**config.mk**
```make
export PLATFORM = sky130hd
export DESIGN_NAME = dmem_sram_bridge
export DESIGN_NICKNAME = d
export VERILOG_FILES = /design/src/rtl/dmem_sram_bridge_pkg.sv /design/src/rtl/dmem_sram_bridge_wen_to_size.sv /design/src/rtl/dmem_sram_bridge.sv
export SDC_FILE = /design/constraint.sdc
export NUM_CORES = 1
export LEC_CHECK = 0
export ABC_AREA = 1
export CORE_MARGIN = 2
export CORE_UTILIZATION = 35
export CTS_CLUSTER_SIZE = 12
export DETAILED_ROUTE_END_ITERATION = 16
export HOLD_SLACK_MARGIN = 0.08
export PLACE_DENSITY = 0.68
export SETUP_SLACK_MARGIN = 0.4
export SLEW_MARGIN = 20
export SYNTH_ARGS = -nofsm -noshare
export SYNTH_HDL_FRONTEND = slang
export SYNTH_SLANG_ARGS = --single-unit
```
**constraint.sdc**
```tcl
create_clock -name clk -period 2.3 [get_ports clk]
set_clock_uncertainty 0.05 [all_clocks]
set_input_delay 0.69 -clock clk [delete_from_list [all_inputs] [get_ports clk]]
set_output_delay 0.69 -clock clk [all_outputs]
set_load 0.02 [all_outputs]
```
**src/rtl/dmem_sram_bridge_pkg.sv**
```systemverilog
// Shared types and bus encodings for the memory-stage to split-transaction bus bridge.
package dmem_sram_bridge_pkg;

  typedef enum logic [1:0] {
    IDLE = 2'd0,
    ADDR = 2'd1,
    DATA = 2'd2,
    DONE = 2'd3
  } bridge_state_t;

  localparam logic [1:0] BUS_SZ_BYTE = 2'd0;
  localparam logic [1:0] BUS_SZ_HALF = 2'd1;
  localparam logic [1:0] BUS_SZ_WORD = 2'd2;

endpackage

```
**src/rtl/dmem_sram_bridge_wen_to_size.sv**
```systemverilog
// Byte-enable decode: a nonzero mask is a write; the mask shape selects the bus transfer size.
module wen_to_size
  import dmem_sram_bridge_pkg::*;
(
  input  logic [3:0] i_wen,
  output logic       o_wr,
  output logic [1:0] o_size
);

  always_comb begin
    o_wr   = |i_wen;
    o_size = BUS_SZ_WORD;
    case (i_wen)
      4'b0001, 4'b0010, 4'b0100, 4'b1000: o_size = BUS_SZ_BYTE;
      4'b0011, 4'b1100:                   o_size = BUS_SZ_HALF;
      // Reads and irregular masks go out as full words.
      default:                            o_size = BUS_SZ_WORD;
    endcase
  end

endmodule

```
**src/rtl/dmem_sram_bridge.sv**
```systemverilog
// Turns the memory stage's single-cycle SRAM port into a req/addr_ok + data_ok bus,
// stalling while an access is outstanding and absorbing flushed accesses.
module dmem_sram_bridge
  import dmem_sram_bridge_pkg::*;
#(
  parameter int unsigned ADDR_W = 32,
  parameter int unsigned DATA_W = 32
) (
  input  logic              clk,
  input  logic              rst,
  input  logic              mem_en,
  input  logic [3:0]        mem_wen,
  input  logic [ADDR_W-1:0] mem_addr,
  input  logic [DATA_W-1:0] mem_wdata,
  output logic [DATA_W-1:0] mem_rdata,
  input  logic              kill,
  input  logic              pipe_hold,
  output logic              stall,
  output logic              data_req,
  output logic              data_wr,
  output logic [1:0]        data_size,
  output logic [ADDR_W-1:0] data_addr,
  output logic [DATA_W-1:0] data_wdata,
  input  logic              data_addr_ok,
  input  logic              data_data_ok,
  input  logic [DATA_W-1:0] data_rdata
);

  bridge_state_t     r_state, w_state_nxt;
  logic              r_drop, w_drop_nxt;
  logic              r_wr;
  logic [1:0]        r_size;
  logic [ADDR_W-1:0] r_addr;
  logic [DATA_W-1:0] r_wdata;
  logic [DATA_W-1:0] r_rdata;

  logic              w_fire, w_latch, w_cap;
  logic              w_in_wr;
  logic [1:0]        w_in_size;
  logic [ADDR_W-1:0] w_in_addr;

  wen_to_size u_wen_to_size (
    .i_wen  (mem_wen),
    .o_wr   (w_in_wr),
    .o_size (w_in_size)
  );

  // Reads are always word transfers, so the sub-word offset is dropped.
  assign w_in_addr = w_in_wr ? mem_addr : {mem_addr[ADDR_W-1:2], 2'b00};
  assign w_fire    = mem_en & ~kill;

  always_comb begin
    w_state_nxt = r_state;
    w_drop_nxt  = r_drop;
    w_latch     = 1'b0;
    w_cap       = 1'b0;
    data_req    = 1'b0;
    stall       = 1'b0;
    data_wr     = r_wr;
    data_size   = r_size;
    data_addr   = r_addr;
    data_wdata  = r_wdata;
    mem_rdata   = '0;
    case (r_state)
      IDLE: begin
        if (w_fire) begin
          data_req    = 1'b1;
          stall       = 1'b1;
          data_wr     = w_in_wr;
          data_size   = w_in_size;
          data_addr   = w_in_addr;
          data_wdata  = mem_wdata;
          w_latch     = 1'b1;
          w_state_nxt = data_addr_ok ? DATA : ADDR;
        end
      end
      ADDR: begin
        data_req = 1'b1;
        stall    = 1'b1;
        if (kill) w_drop_nxt = 1'b1;
        if (data_addr_ok) w_state_nxt = DATA;
      end
      DATA: begin
        stall = 1'b1;
        if (kill) w_drop_nxt = 1'b1;
        if (data_data_ok) begin
          w_cap = 1'b1;
          // A flushed access still consumes its response but never reaches DONE.
          if (r_drop || kill) begin
            w_state_nxt = IDLE;
            w_drop_nxt  = 1'b0;
          end else begin
            w_state_nxt = DONE;
          end
        end
      end
      DONE: begin
        mem_rdata = r_rdata;
        if (!pipe_hold || kill) w_state_nxt = IDLE;
      end
      default: w_state_nxt = IDLE;
    endcase
    if (rst) begin
      data_req  = 1'b0;
      stall     = 1'b0;
      mem_rdata = '0;
    end
  end

  always_ff @(posedge clk) begin
    if (rst) begin
      r_state <= IDLE;
      r_drop  <= 1'b0;
      r_wr    <= 1'b0;
      r_size  <= 2'd0;
      r_addr  <= '0;
      r_wdata <= '0;
      r_rdata <= '0;
    end else begin
      r_state <= w_state_nxt;
      r_drop  <= w_drop_nxt;
      if (w_latch) begin
        r_wr    <= w_in_wr;
        r_size  <= w_in_size;
        r_addr  <= w_in_addr;
        r_wdata <= mem_wdata;
      end
      if (w_cap) r_rdata <= r_wr ? '0 : data_rdata;
    end
  end

endmodule

```
# == Word-level counts from Yosys, hierarchy flattened ==
# Index checks and enable logic that the tools add are counted.
# totals
regBits,102
out_inout_bits,101
# op_classes
n_bitwise,2
n_eq_ne,13
mux,32
reduce_logical,10
# op_table
operator,count
32-bit 2-to-1 mux,7
2-bit 2-to-1 mux,9
1-bit 2-to-1 mux,11
"4-bit by 2-bit == test with 1-bit output, second input constant",2
"4-bit == test, second input constant",2
"2-bit != test, second input constant",4
2-bit case mux with 4 select lines,1
4-bit OR reduction,2
1-bit case mux with 2 select lines,3
"2-bit == test, second input constant",2
"4-bit by 1-bit == test with 1-bit output, second input constant",1
"4-bit by 3-bit == test with 1-bit output, second input constant",1
2-bit case mux with 2 select lines,1
4-bit AND reduction,1
2-bit OR reduction,2
"2-bit by 1-bit == test with 1-bit output, second input constant",1
2-bit logical NOT,1
1-bit logical OR,2
2-bit nonzero test,1
1-bit bitwise AND,1
1-bit logical NOT,1
1-bit inverter,1

# == Depth between registers and ports, before layout ==
# depth
depth_word,5
ltp_mapped,9
depth_no_buf,8

# == Cells and area by module ==
# Synthesis repeated with hierarchy kept, for this count alone.
# hier_totals
hier_cells,736
hier_area_um2,5181.2
# by_module_without_submodules
module,area_each_um2,instances,cells_per_inst
dmem_sram_bridge,5103.6,1,718
wen_to_size,77.6,1,18

# == Worst setup path after synthesis ==
# OpenSTA, ideal clock, no wires.
# synth_timing
path_type,input -> output
from,input kill
to,output data_addr[18]
setup_slack_ns,0.017
t_arrival_ns,1.543
n_path_buf,2
cell_stages,7
required_ns,1.560
cell_sequence,inv_2 > nand3_4 > buf_6 > buf_6 > nand2_1 > inv_2 > a21oi_1
# synth_between
elab_chain_len,4
# synth_rtl
item,line,text
"start, declared",dmem_sram_bridge.sv:16,"input logic kill,"
1-bit inverter,dmem_sram_bridge.sv:50,assign w_fire = mem_en & ~kill;
1-bit bitwise AND,dmem_sram_bridge.sv:50,
32-bit 2-to-1 mux,dmem_sram_bridge.sv:66,if (w_fire) begin
32-bit 2-to-1 mux,dmem_sram_bridge.sv:64,case (r_state)
"end, declared",dmem_sram_bridge.sv:22,"output logic [ADDR_W-1:0] data_addr,"
# No other way between the ends.

# == Final worst setup path ==
# layout_timing
from,input kill
to,output data_addr[22]
# The elaborated chain is that of the path after synthesis.

==> metrics.txt <==
CTS tree yes; Unique masters post-synth 20; Seq/Total Area, Yosys 0.388; Crit path largest cell delay 0.19 ns; worst hold endpoint r_size[0]; period utilisation layout 1.09; post-DR wirelength/cell 14.7 µm; switching part of the total 0.340; Crit Path Category input port to output port; number of CTS-inserted buffers 9; Final min period 2.50 ns; number of diodes 0; largest area contributor in the netlist dfxtp_1; DIE WIDTH 127 µm; Layout Area Growth over Synthesis 107%; PortBufs 207; cell-internal power 4.45 mW; global-route wire length before repair 30,100 µm; routed vias 5,862; Pins Over Slew Limit 0; hold path depth 2; adder-cell share of the synthesized area 0.0143; Die Y 127 µm; DRT iter0 DRCs 223; Final ANT Viol Nets 0; vias in the first global route 6,187; clock slew at reported path FFs 0.06 ns; arrival time worst endpoint 1.76 ns; largest net degree at the start of global routing 66; hold_ws 0.447 ns; Post-Syn Area 0.00526 mm²; Switch Pwr 2.29 mW; # nets final 1,194; Root Driver clkbuf_16; Core Area 0.0146 mm²; I/O Pins 208; largest family of logic cells by synthesized area compound AO/OA/AOI/OAI gates; DRC viols 0; H-tree levels 3; latest clock arrival within the worst-skew pair 0.35 ns; Fmax achieved 0.400 GHz; clk buf depth 2; critical path fanouts, max 14; #FFs+latches synth 102; Cell Area, Placed 0.00993 mm²; First-pass DRT Iterations 4; area of the die 0.0160 mm²; top cells by area, synth dfxtp_1, inv_1, a211oi_2; Hold-fix buffers, CTS 0; Comb pwr share 0.462; startpoint types input port; status finished with violations; clock sinks 102; Slew headroom 0.648; Reg2Reg Setup Slack 0.61 ns; post-route insts no fill 1,270; failing checks setup timing; post-synthesis simple-gate area fraction 0.152; Reg power frac 0.295; Final Hold Viols 0; post-synthesis mux area share 0; Worst Tran Pin Value 0.527 ns; min-delay src r_size[0]; peak supply drop 353 µV; post-synthesis xor/xnor area fraction 0; global-route usage over all layers 0.231; clock power share 0.244; critical path required time 1.56 ns; Post-Place Cells 1,227; LEAKAGE 4.98 nW; final wirelength 18,600 µm; initial core utilization 0.361; endpoints failing setup 69; syn avg cell area 7.31 µm²; final worst slack -0.197 ns; Row Count 44; yosys warns 0; CP endpoint kind output port; critical path cell sequence clkbuf_4, inv_12, nand3_4, buf_4, clkbuf_16, nand2_2, inv_2, a21oi_4, buf_6; R2R Path Start r_state[1]; min-delay worst type flip-flop to flip-flop; Maximum Capacitance Violations 0; Buffers & Inverters on Critical Path 6; remaining global-route overflow 0; initial antenna violation count 0; Crit path max-delay family buffers and inverters; setup TNS -9.71 ns; Via density 4.62; Cell Pwr Density 618 mW/mm²; reg2reg path depth 9; GPL Wtd Cong 0.799; RSZ-0062 raised after global routing true; fin area 0.0109 mm²; syn_nets 833; share of cells above drive strength 1 0.555; reg2reg end r_wdata[14]; Mapped Cells 720; post-synthesis compound-gate area fraction 0.248; Slowest-stage cell, CP clkbuf_16; DP HPWL 12,700 µm; top cell type's share of synthesized area 0.388
## cell families after synthesis
family	after synthesis
compound gates	171
fa+ha+maj	6
flops	102
buf+inv	244
simple gates	197
## metal layers
metal,vias to the layer above,track usage,part of all wire
li1,2956,-,-
met1,2720,0.285,0.43
met2,169,0.412,0.50
met3,17,0.0401,0.057
met4,0,0.0633,0.013
met5,-,0,0
## flip-flops by register name, summed over array words and instances (netlist names)
| register | count |
|---|---|
| r_addr | 32 |
| r_drop | 1 |
| r_rdata | 32 |
| r_size | 2 |
| r_state | 2 |
| r_wdata | 32 |
| r_wr | 1 |
## cells in the final DEF, fill, tap and decap left out, types with 2 or more instances in the layout
cell type / n
clkbuf_1: 2
o21ai_1: 5
buf_12: 12
nor2_1: 4
o21ai_0: 31
buf_16: 13
clkinv_2: 2
clkbuf_16: 10
dlygate4sd2_1: 4
buf_4: 179
buf_8: 2
nor2_4: 33
a211oi_1: 5
ha_1: 4
inv_1: 143
inv_2: 52
a21oi_4: 63
nand2_2: 45
dfxtp_2: 2
bufinv_16: 2
nand3_1: 35
clkdlybuf4s50_1: 99
nand2_4: 32
a211oi_2: 58
inv_8: 4
a21oi_1: 7
nor2_2: 3
dfxtp_1: 100
buf_6: 81
nand2_1: 44
ha_4: 2
## layout make-up
class                           instances  area [µm²]
Timing Repair Buffer                  393        3950
Fill cell                            1050        3690
Multi-Input combinational cell        374        3540
Sequential cell                       102        2040
Inverter                              199         791
Clock buffer                           12         246
Tap cell                              184         230
Clock inverter                          4        70.1
Timing Repair inverter                  2        22.5
## stage by stage
stage               setup WS [ns]   util  total power, mW
global route               -0.249  0.747             7.04
finish                     -0.197  0.747             6.74
CTS                        -0.232  0.736             6.71
global placement            -1.07  0.681             4.73
floorplan                   0.190      -             3.63
detailed placement          -1.10  0.681             4.81
## Yosys cell counts
cell type    n
inv_1      195
nand2_1    120
a21oi_1     70
o21ai_1      5
nand3_1     35
buf_6       11
a211oi_2    58
o21ai_0     32
nor2_2       1
inv_2        4
a211oi_1     5
ha_1         6
buf_4        3
o22ai_1      1
buf_2       24
nor2_1      39
nand3_4      1
dfxtp_1    102
nand2_2      1
clkbuf_1     7
## tightest hold or removal path, cell delays in order, from the launching register on
cell and delay [ns]:
dfxtp_1 0.31, nand2_2 0.08, a21oi_1 0.06
## worst max path at each step
stage                     from            end  slack, ns  cells after the start
floorplan                 kill  data_addr[10]       0.19                      7
global placement          kill   data_addr[3]      -1.07                      7
detailed placement        kill  data_wdata[8]      -1.10                      8
CTS                 r_state[1]  data_addr[20]      -0.23                      9
global route        r_state[0]  data_addr[20]      -0.25                      9
finish                    kill  data_addr[22]      -0.20                      9
## power groups by stage
stage	registers (mW)	clock network (mW)	logic, mW
4_1_cts	1.98	1.68	3.05
3_5_place_dp	2.02	0	2.79
6_report	1.98	1.64	3.11
3_3_place_gp	2.01	0	2.72
2_1_floorplan	2.01	0	1.62
5_1_grt	2.00	1.74	3.31
## repair_timing
action	in CTS	in global routing
setup endpoints to repair	163	101
buffers inserted	13	2
gates resized for setup	627	46
pin swaps	27	1
gates cloned	11	1
Power figures use the tool's default switching activity.
